===== src/rtl/n_bit_counter_pkg.sv =====
// Shared constants and helpers for the free-running n_bit_counter.
package n_bit_counter_pkg;

  localparam int DEFAULT_COUNTER_WIDTH = 8;

  // Callers size-cast the result to their own WIDTH.
  function automatic logic [31:0] bin2gray(input logic [31:0] value);
    return value ^ (value >> 1);
  endfunction

endpackage


===== src/rtl/n_bit_counter_gray_reg.sv =====
// WIDTH-bit register holding the Gray-coded copy of the count.
module n_bit_counter_gray_reg #(
  parameter int               WIDTH      = 8,
  parameter logic [WIDTH-1:0] INIT_VALUE = '0
) (
  input  logic             clk,
  input  logic             rst_n,
  input  logic [WIDTH-1:0] reset_value_i,
  input  logic [WIDTH-1:0] gray_d_i,
  output logic [WIDTH-1:0] gray_o
);

  // Power-up value matches the reset value, so the output is never X.
  logic [WIDTH-1:0] gray_q = INIT_VALUE;

  always_ff @(posedge clk or negedge rst_n) begin
    if (!rst_n) gray_q <= reset_value_i;
    else        gray_q <= gray_d_i;
  end

  assign gray_o = gray_q;

endmodule


===== src/rtl/n_bit_counter.sv =====
// Free-running modulo-(MAX_COUNT+1) up-counter with terminal-count,
// sticky overflow and a registered Gray-coded copy of the count.
module n_bit_counter
  import n_bit_counter_pkg::*;
#(
  parameter int               WIDTH       = DEFAULT_COUNTER_WIDTH,
  parameter logic [WIDTH-1:0] MAX_COUNT   = {WIDTH{1'b1}},
  parameter logic [WIDTH-1:0] RESET_VALUE = '0
) (
  input  logic             clk,
  input  logic             rst_n,
  output logic [WIDTH-1:0] count,
  output logic [WIDTH-1:0] count_gray,
  output logic             tc,
  output logic             overflow
);

  localparam logic [WIDTH-1:0] RESET_GRAY = WIDTH'(bin2gray(32'(RESET_VALUE)));

  logic [WIDTH-1:0] count_q = RESET_VALUE;
  logic             overflow_q = 1'b0;
  logic [WIDTH-1:0] count_d;
  logic [WIDTH-1:0] gray_d;
  logic             wrap;

  // Wrap goes to zero, not RESET_VALUE; the compare keeps the add carry-free.
  assign wrap    = (count_q == MAX_COUNT);
  assign count_d = wrap ? '0 : count_q + WIDTH'(1);
  assign gray_d  = WIDTH'(bin2gray(32'(count_d)));

  always_ff @(posedge clk or negedge rst_n) begin
    if (!rst_n) begin
      count_q    <= RESET_VALUE;
      overflow_q <= 1'b0;
    end else begin
      count_q    <= count_d;
      overflow_q <= overflow_q | wrap;
    end
  end

  n_bit_counter_gray_reg #(
    .WIDTH     (WIDTH),
    .INIT_VALUE(RESET_GRAY)
  ) u_gray_reg (
    .clk          (clk),
    .rst_n        (rst_n),
    .reset_value_i(RESET_GRAY),
    .gray_d_i     (gray_d),
    .gray_o       (count_gray)
  );

  assign count    = count_q;
  assign tc       = wrap;
  assign overflow = overflow_q;

endmodule


===== config.mk =====
export PLATFORM = sky130hd
export DESIGN_NAME = n_bit_counter
export DESIGN_NICKNAME = d
export VERILOG_FILES = /design/src/rtl/n_bit_counter_pkg.sv /design/src/rtl/n_bit_counter_gray_reg.sv /design/src/rtl/n_bit_counter.sv
export SDC_FILE = /design/constraint.sdc
export NUM_CORES = 1
export LEC_CHECK = 0
export BUFFER_PORTS_ARGS = -buffer_cell sky130_fd_sc_hd__buf_4
export CAP_MARGIN = 20
export CORE_MARGIN = 10
export CORE_UTILIZATION = 50
export DETAILED_ROUTE_END_ITERATION = 10
export GPL_ROUTABILITY_DRIVEN = 0
export PLACE_DENSITY = 0.71
export SYNTH_ARGS = -nofsm -noshare
export SYNTH_HDL_FRONTEND = slang
export SYNTH_SLANG_ARGS = --single-unit

===== constraint.sdc =====
create_clock -name clk -period 1.7 [get_ports clk]
set_input_delay 0.51 -clock clk [delete_from_list [all_inputs] [get_ports clk]]
set_output_delay 0.51 -clock clk [all_outputs]
set_load 0.01 [all_outputs]

; ---- Word level (Yosys, flattened, before mapping)
; Cells that the tools add are included.
[classes]
n_eq_ne = 1
n_bitwise = 2
magnitude_cmp = 0
reduce_logical = 0
div = 0
mux = 1
n_mul = 0
shift = 0
n_addsub = 1
[ops]
columns = operator, n
row1 = "adder 8 x 1 -> 8 bit, second input constant", 1
row2 = "equality test 8 bit, second input constant", 1
row3 = two-way mux 8 bit, 1
row4 = XOR 8 x 7 -> 8 bit, 1
row5 = bitwise OR 1 bit, 1
[word_totals]
n_memories = 0
mem_bits_ro = 0
elab_cells = 8
ram_bits = 0
latch_bits = 0
ff_bits = 17
input_bits = 2

; ---- Longest topological paths before layout
; Gate-level depths: netlist (run 1).
[depth]
word_depth = 3
depth_mapped = 5

; ---- Least setup slack after synthesis (run 1)
; OpenSTA, ideal clock, no wires.
[synth_timing]
path_kind = reg-to-reg
from = register count_q[0] (netlist: count[0])
to = register u_gray_reg.gray_q[3] (netlist: u_gray_reg.gray_o[3])
slack_ns = 0.025
t_arrival_ns = 1.550
setup_ns = 0.125
path_stages_with_launch = 6
n_path_buf = 0
path_cell_list = dfrtp_1 > ha_1 > nand3_1 > nor3_2 > nor2_1 > mux2_2
[synth_via]
elab_chain_len = 3
word_cells_on_any_way = 4
[synth_rtl]
columns = item, line
row1 = from (decl), n_bit_counter.sv:20  ; logic [WIDTH-1:0] count_q = RESET_VALUE;
row2 = from (signal assigned), n_bit_counter.sv:36  ; count_q <= count_d;
row3 = equality test 8 bit, n_bit_counter.sv:27  ; assign wrap = (count_q == MAX_COUNT);
row4 = net tc, n_bit_counter.sv:14  ; output logic tc,
row5 = two-way mux 8 bit, n_bit_counter.sv:28  ; assign count_d = wrap ? '0 : count_q + WIDTH'(1);
row6 = net count_d[3], n_bit_counter.sv:22  ; logic [WIDTH-1:0] count_d;
row7 = XOR 8 x 7 -> 8 bit, n_bit_counter_pkg.sv:8  ; return value ^ (value >> 1);
row8 = net gray_d[3], n_bit_counter.sv:23  ; logic [WIDTH-1:0] gray_d;
row9 = to (signal assigned), n_bit_counter_gray_reg.sv:17  ; if (!rst_n) gray_q <= reset_value_i;
row10 = to (signal assigned), n_bit_counter_gray_reg.sv:18  ; else gray_q <= gray_d_i;
row11 = to (decl), n_bit_counter_gray_reg.sv:14  ; logic [WIDTH-1:0] gray_q = INIT_VALUE;
; The timed path passes the listed nets, and every way through them passes these cells.

; ---- Worst setup path in the final report (run 1)
[layout_timing]
from = register count_q[0] (netlist: count[0])
to = output port tc
[layout_via]
elab_chain_len = 1
[layout_rtl]
columns = item, line
row1 = equality test 8 bit, n_bit_counter.sv:27
row2 = to (decl), n_bit_counter.sv:14
; No other way between the ends.

==> results of run 1 <==
[cell usage after synthesis, types with 2 or more instances]
| cell type | count | area, sq um |
|---|---|---|
| clkbuf_1 | 2 | 7.51 |
| xor2_1 | 3 | 26.3 |
| nand3_1 | 2 | 10.0 |
| a21oi_1 | 2 | 10.0 |
| dfrtp_1 | 16 | 400 |
| or2_2 | 2 | 12.5 |
| xnor2_1 | 8 | 70.1 |
| inv_1 | 2 | 7.51 |
| buf_2 | 2 | 10.0 |
| mux2_2 | 2 | 22.5 |
| nand2b_1 | 2 | 12.5 |
| nand2_1 | 8 | 30.0 |
| nor2_1 | 6 | 22.5 |
[final timing paths]
| kind | to | slack, ps | depth (start not counted) |
|---|---|---|---|
| setup / recovery | tc | -40 | 4 |
| min in group clk | overflow$_DFF_PN0_ | 500 | 1 |
| setup reg to reg | u_gray_reg.gray_o[5]$_DFF_PN0_ | 90 | 5 |
| hold / removal | count[0]$_DFF_PN0_ | 60 | 1 |
| hold reg to reg | overflow$_DFF_PN0_ | 500 | 1 |
| max in group asynchronous | count[7]$_DFF_PN0_ | 1450 | 1 |
[stage by stage]
stage / setup TNS (ps) / power (uW) / hold slack (ps) / instances
after global placement: 0 / 397 / 377 / 115
after global routing: -99.5 / 654 / 60.7 / 124
after CTS: -21.1 / 645 / 59.2 / 125
final: -38.9 / 641 / 57.3 / 124
after detailed placement: 0 / 397 / 379 / 115
after floorplan: 0 / 388 / 214 / 78
[power groups by stage]
stage,registers (uW),clock network [uW],logic [uW]
CTS,380,255,9.16
global route,380,264,9.62
global placement,388,0,9.04
finish,380,252,8.59
detailed placement,388,0,9.17
floorplan,388,0,0.000171
[layer usage]
layer	part of all wire, %	global-route usage (%)	vias up
met5	0	0	-
met4	2.4	6.73	0
met3	7.2	3.76	5
met2	46	17.1	16
met1	44	12.9	327
li1	-	-	328
[cells by family (layout without fill, tap and decap cells)]
kind of cell | Yosys count | in the layout
AO/OA/AOI/OAI | 11 | 11
XOR/XNOR | 11 | 11
adder cells (fa/ha/maj) | 1 | 1
buffers and inverters | 8 | 38
flip-flops | 16 | 16
multiplexers | 2 | 2
AND/OR/NAND/NOR | 29 | 29
[area by class of cell]
cell class | count | share of cell area, %
Multi-Input combinational cell | 54 | 35.3
Timing Repair Buffer | 32 | 21.9
Sequential cell | 16 | 36.9
Clock buffer | 4 | 3.31
Tap cell | 16 | 1.83
Inverter | 2 | 0.686
[sequential cells by signal, indices dropped and copies added, names as in the netlist]
name / flops
overflow: 1
count: 8
u_gray_reg.gray_o: 7
[what timing repair did]
item                       in CTS  in global routing
setup endpoints to repair       1                  5
resized for setup               5                  3
setup buffers                   6                  0
pin swaps                       1                  0
[critical path: cells and delay by family (launching register included)]
| family | cells | cell delay [ps] |
|---|---|---|
| flops | 1 | 370 |
| simple gates | 2 | 220 |
| fa+ha+maj | 1 | 190 |
| buf+inv | 1 | 150 |
==> metrics, run 1 <==
Ports=20; Seq pwr share=59.3%; Setup CP Type=flip-flop to output pin; utilization after layout=71.8%; drt pass-1 iters=4; post-synthesis instance area=816 sq um; Final min period=1740 ps; cells after synthesis=78; remaining global-route overflow=0; CTS tree=yes; Synth Warn #=0; fin nets=112; area delta synth->final=34.2%; drt wl/cell=14.6 microns; Sequential Area=404 sq um; area of the multi-input gates=387 sq um; violated checks=setup timing; clk_lat worst skew=290 ps; PwrDens=585 mW/mm^2; Initial Util=53.5%; Top FF cell, synth=dfrtp_1; Worst Setup SP=count[0]$_DFF_PN0_; vias in the first global route=679; CP Cell Sequence=ha_2, nand3_2, nor3_2, buf_4; combinational share of power=1.3%; commonest non-fill, non-tap cell in the layout=buf_4; part of the cycle the worst path needs=102%; skew final=3.93 ps; Final Max Tran Viols=0; number of max-cap violations=0; outcome=finished with violations; setup ws final=-38.9 ps; Adder-Cell Fraction of Synth Area=1.53%; internal power=512 uW; EDFF count, synth=0; Cell variety after synth=34; via count=676; CP max stage cell=dfrtp_1; share of layout cells above drive strength 1=48.1%; Yosys reg bits=16; Die Height=60.4 microns; global-route wire length before repair=3090 microns; # DRC=0; Max clock buf depth=2; Port Buffers=19; clock-pin transition on the worst setup and hold timing paths=90 ps; largest net degree at the start of global routing=17; Synth Area per Inst=10.5 sq um; HP Class=input pin to asynchronous set/reset pin; Mapped Nets=81; proportion of synthesized area in mux cells=2.76%; worst r2r src=count[0]$_DFF_PN0_; # clock sinks=16; # rows=14; Die X=60.4 microns; H-tree depth=1; simple-gate share of the synthesized area=19.2%; DP Worst Slack=90.5 ps; CP max FO=2; compound-cell area share of the yosys netlist=10.3%; 1st-iter DRT viols=7; clock root buffer=clkbuf_4; Seq/Total Area, Yosys=49.1%; Worst VDD drop=0.509 mV; Data required, critical path=1190 ps; dpl cell area=0.00100 sq mm; RSZ-0062 raised after global routing=true; Least-Margin Pin Slew=339 ps; Crit path largest cell delay=370 ps; antenna viol nets, final=0; Design Area, Final=0.00109 sq mm; initial antenna violation count=0; Detailed Route WL=1810 microns; critical path launch point type=flip-flop; Psw=128 uW; # hold bufs at CTS=0; total CTS buffers=3; Fmax=0.575 GHz; most frequent cells in the layout=buf_4 (32), dfrtp_1 (13), nand2_1 (8), xnor2_1 (8), nor2_1 (5); final setup vio count=1; Slew HR=77.2%; FFs w/ async S/R, synth=100%; die area=0.00365 sq mm; vias per cell=5.45; clock network fraction of total power=39.3%; Post-DP HPWL=1330 microns; Ant. Diodes=0; crit path DAT=1230 ps; endpoints failing hold=0; Pleak=0.000516 uW; Post-Synth XOR/XNOR Area=11.8%; fillcell total=122; Switching Fraction=20.0%; largest family of logic cells by synthesized area=simple AND/OR/NAND/NOR gates; Core Footprint=0.00152 sq mm; Tot GR Track Use=11.0%; CP endpoint kind=output pin
Note: power is estimated with default switching activity, not from simulation.
==> inputs of run 2 (changes only) <==
- GPL_TIMING_DRIVEN: unset -> 0
==> metrics, run 2 (same netlist as run 1, synthesis figures left out) <==
CP max FO=2; PwrDens=581 mW/mm^2; part of the cycle the worst path needs=104%; global-route wire length before repair=3050 microns; Setup TNS Final=-106 ps; utilization after layout=72.7%; Final Instance Count excl. Fillers=123; max reg flops=8; Setup CP Type=flip-flop to output pin; skew final=3.62 ps; Ports=20; worst r2r src=count[0]$_DFF_PN0_; drt pass-1 iters=4; Critical Path End=tc; outcome=finished with violations; Tot GR Track Use=11.0%; final setup vio count=2; largest net degree at the start of global routing=17; 1st-iter DRT viols=6; Pleak=0.000530 uW; Worst VDD drop=0.443 mV; CP endpoint kind=output pin; Worst Setup SP=count[0]$_DFF_PN0_; critical path launch point type=flip-flop; clk_lat worst skew=290 ps; drt wl/cell=15.1 microns; commonest non-fill, non-tap cell in the layout=buf_4; RSZ-0062 raised after global routing=true; Final Max Tran Viols=0; Data required, critical path=1190 ps; clock-pin transition on the worst setup and hold timing paths=100 ps; Fmax=0.565 GHz; die area=0.00365 sq mm; Port Buffers=19; total CTS buffers=3; initial antenna violation count=0; r2r worst-path depth=6; Ant. Diodes=0; HP Class=input pin to asynchronous set/reset pin; area delta synth->final=35.9%; fillcell total=115; antenna viol nets, final=0; # hold bufs at CTS=0; Die X=60.4 microns; vias in the first global route=638; endpoints failing hold=0; Post-DP HPWL=1320 microns; # DRC=0; remaining global-route overflow=0; RR Endpoint=u_gray_reg.gray_o[5]$_DFF_PN0_; Initial Util=53.5%; vias per cell=5.33; fin nets=111; Least-Margin Pin Slew=392 ps; via count=655; H-tree depth=1; # clock sinks=16; Detailed Route WL=1860 microns; reg2reg setup slack=-40 ps; Final min period=1770 ps; Max clock buf depth=2; Slew HR=73.8%; dpl cells=113; # rows=14; share of layout cells above drive strength 1=43.9%; CTS tree=yes; most frequent cells in the layout=buf_4 (26), dfrtp_1 (14), xnor2_1 (8); Die Height=60.4 microns; total power=644 uW; number of max-cap violations=0; setup ws final=-70.3 ps; Core Footprint=0.00152 sq mm; DP Worst Slack=-244 ps; violated checks=setup timing; crit path DAT=1260 ps; clock root buffer=clkbuf_4
run 2: worst min path at each step:
stage,startpoint,endpoint,slack (ps),cells past startpoint
floorplan,rst_n,count[0]$_DFF_PN0_,210,0
global placement,rst_n,u_gray_reg.gray_o[5]$_DFF_PN0_,380,1
detailed placement,rst_n,u_gray_reg.gray_o[5]$_DFF_PN0_,380,1
CTS,rst_n,count[4]$_DFF_PN0_,60,1
global route,rst_n,u_gray_reg.gray_o[5]$_DFF_PN0_,50,1
finish,rst_n,count[7]$_DFF_PN0_,50,1
run 2: where the power goes:
| group | total (uW) | switching [uW] | leakage [uW] | internal, uW |
|---|---|---|---|---|
| clock network | 255 | 125 | 0.0000210 | 131 |
| registers | 380 | 0 | 0.000191 | 380 |
| logic | 8.64 | 7.06 | 0.000318 | 1.58 |
run 2: metrics by stage:
stage                     hold WS [ps]  instance area, sq um
final                             54.0                  1110
after detailed placement           380                   978
after CTS                         57.6                  1110
after floorplan                    214                   816
after global routing              51.6                  1110
after global placement             376                   978
run 2: layout make-up:
type	count	area [sq um]	area share (%)
plain buffers	6	45.0	4.06
flip-flops and latches	16	403	36.3
well taps	16	20.0	1.81
inverters	2	7.51	0.677
multi-input cells	54	405	36.6
repair buffers	25	191	17.3
clock buffers	4	36.3	3.27
run 2: critical path, cell delays in order, from the launching register on:
cell and delay [ps]:
dfrtp_1 400, ha_4 160, nand3_4 70, nor3_4 190
buf_6 140
run 2: layer usage:
| layer | share of wire, % | GRT usage (%) |
|---|---|---|
| met1 | 42 | 13.0 |
| met2 | 49 | 17.4 |
| met3 | 7.3 | 3.55 |
| met4 | 1.5 | 5.77 |
| met5 | 0 | 0 |
run 2: timing repair:
action,in CTS,in global routing
pin swaps,2,0
resized for setup,12,0
endpoints found under the hold margin,0,0
setup buffers,6,0
setup endpoints to repair,2,2
==> inputs of run 3 (changes only) <==
- CORE_UTILIZATION: 50 -> 40
- PLACE_DENSITY: 0.71 -> 0.59
==> metrics, run 3 (same netlist as run 1, synthesis figures left out) <==
dpl cell area=992 sq um; Design Area, Final=0.00112 sq mm; clock-pin transition on the worst setup and hold timing paths=100 ps; Fmax=0.557 GHz; critical path launch point type=flip-flop; total CTS buffers=3; # clock sinks=16; Die X=65.2 microns; # rows=16; remaining global-route overflow=0; share of layout cells above drive strength 1=43.0%; Detailed Route WL=1850 microns; Post-DP HPWL=1250 microns; # DRC=0; Die Height=65.2 microns; Seq pwr share=58.7%; Initial Util=42.0%; part of the cycle the worst path needs=106%; Final Instance Count excl. Fillers=134; Crit path largest cell delay=420 ps; area of the multi-input gates=405 sq um; Switching Fraction=20.9%; setup ws final=-94.1 ps; Psw=135 uW; vias per cell=4.93; Final Max Tran Viols=0; Worst Hold Slack=49.5 ps; Max clock buf depth=2; RSZ-0062 raised after global routing=true; antenna viol nets, final=0; initial antenna violation count=0; violated checks=setup timing; combinational share of power=1.3%; Final min period=1790 ps; max reg flops=8; fin nets=111; CP max stage cell=dfrtp_1; CP Cell Sequence=ha_4, nand3_4, nor3_4, buf_6; Pleak=0.000531 uW; H-tree depth=1; PwrDens=578 mW/mm^2; outcome=finished with violations; vias in the first global route=663; final setup vio count=2; Port Buffers=19; CP endpoint kind=output pin; 1st-iter DRT viols=17; Least-Margin Pin Slew=406 ps; crit path DAT=1280 ps; Data required, critical path=1190 ps; HP Class=input pin to asynchronous set/reset pin; CP max FO=2; Worst VDD drop=0.399 mV; drt wl/cell=13.8 microns; area delta synth->final=37.4%; dpl cells=124; clk_lat worst skew=300 ps; Ports=20; Sequential Area=402 sq um; clock root buffer=clkbuf_4; die area=0.00425 sq mm; clock network fraction of total power=40.0%; Core Footprint=0.00194 sq mm; largest net degree at the start of global routing=17; Ant. Diodes=0; fillcell total=166; Slew HR=72.9%; via count=660; # hold bufs at CTS=0; Setup CP Type=flip-flop to output pin; CTS tree=yes; endpoints failing hold=0; most frequent cells in the layout=buf_4 (26), dfrtp_1 (15), xnor2_1 (8); commonest non-fill, non-tap cell in the layout=buf_4; number of max-cap violations=0; skew final=3.77 ps; drt pass-1 iters=4; internal power=513 uW; Tot GR Track Use=10.2%; global-route wire length before repair=3310 microns
## run 3: cell counts in the layout (fill, tap and decap cells not counted)
No cell type changed its count.
## run 3: repair_timing
item	in CTS	in global routing
pin swaps	2	0
buffers inserted	6	0
gates resized for setup	11	0
gates cloned	0	0
endpoints found under the setup margin	4	2
## run 3: power groups by stage
stage / combinational, uW / sequential (uW) / clock, uW
after global placement: 9.22 / 388 / 0
final: 8.62 / 380 / 259
after floorplan: 0.000171 / 388 / 0
after CTS: 9.19 / 380 / 264
after detailed placement: 9.25 / 388 / 0
after global routing: 10.7 / 380 / 286
## run 3: path summary, 6_finish.rpt
kind | startpoint | to | slack [ps] | depth (start not counted)
setup / recovery | count[1]$_DFF_PN0_ | tc | -90 | 4
hold / removal | rst_n | u_gray_reg.gray_o[5]$_DFF_PN0_ | 50 | 1
setup reg to reg | count[0]$_DFF_PN0_ | u_gray_reg.gray_o[5]$_DFF_PN0_ | -10 | 6
hold reg to reg | overflow$_DFF_PN0_ | overflow$_DFF_PN0_ | 480 | 1
max in group asynchronous | rst_n | count[7]$_DFF_PN0_ | 1450 | 1
min in group clk | overflow$_DFF_PN0_ | overflow$_DFF_PN0_ | 480 | 1
## run 3: layout make-up
class / count / share of cell area (%)
sequential: 16 / 35.8
tap: 27 / 3.01
inverter: 2 / 0.670
buffer: 6 / 4.02
clock buffer: 4 / 3.24
timing repair buffer: 25 / 17.1
multi-input combinational: 54 / 36.2
## run 3: critical path: cells and delay by family (launching register included)
kind                       cells  cell delay, ps
buffers and inverters          1             140
adders and majority gates      1             170
DFF                            1             420
and+or+nand+nor                2             250
## run 3: through the flow
stage          setup TNS, ps  total power [uW]  setup slack [ps]  utilization, %
4_1_cts                -81.6               653             -71.9            57.7
2_1_floorplan              0               388              24.9               -
3_5_place_dp            -449               397              -288            51.1
6_report                -103               648             -94.1            57.7
3_3_place_gp            -388               397              -270            51.1
5_1_grt                 -227               677              -160            57.7
## run 3: metal layers
metal | routed length (microns) | part of all wire [%] | track usage (%)
met3 | 120 | 6.5 | 4.07
met5 | 0 | 0 | 0
met4 | 52 | 2.8 | 6.42
met2 | 883 | 48 | 14.3
met1 | 791 | 43 | 12.6
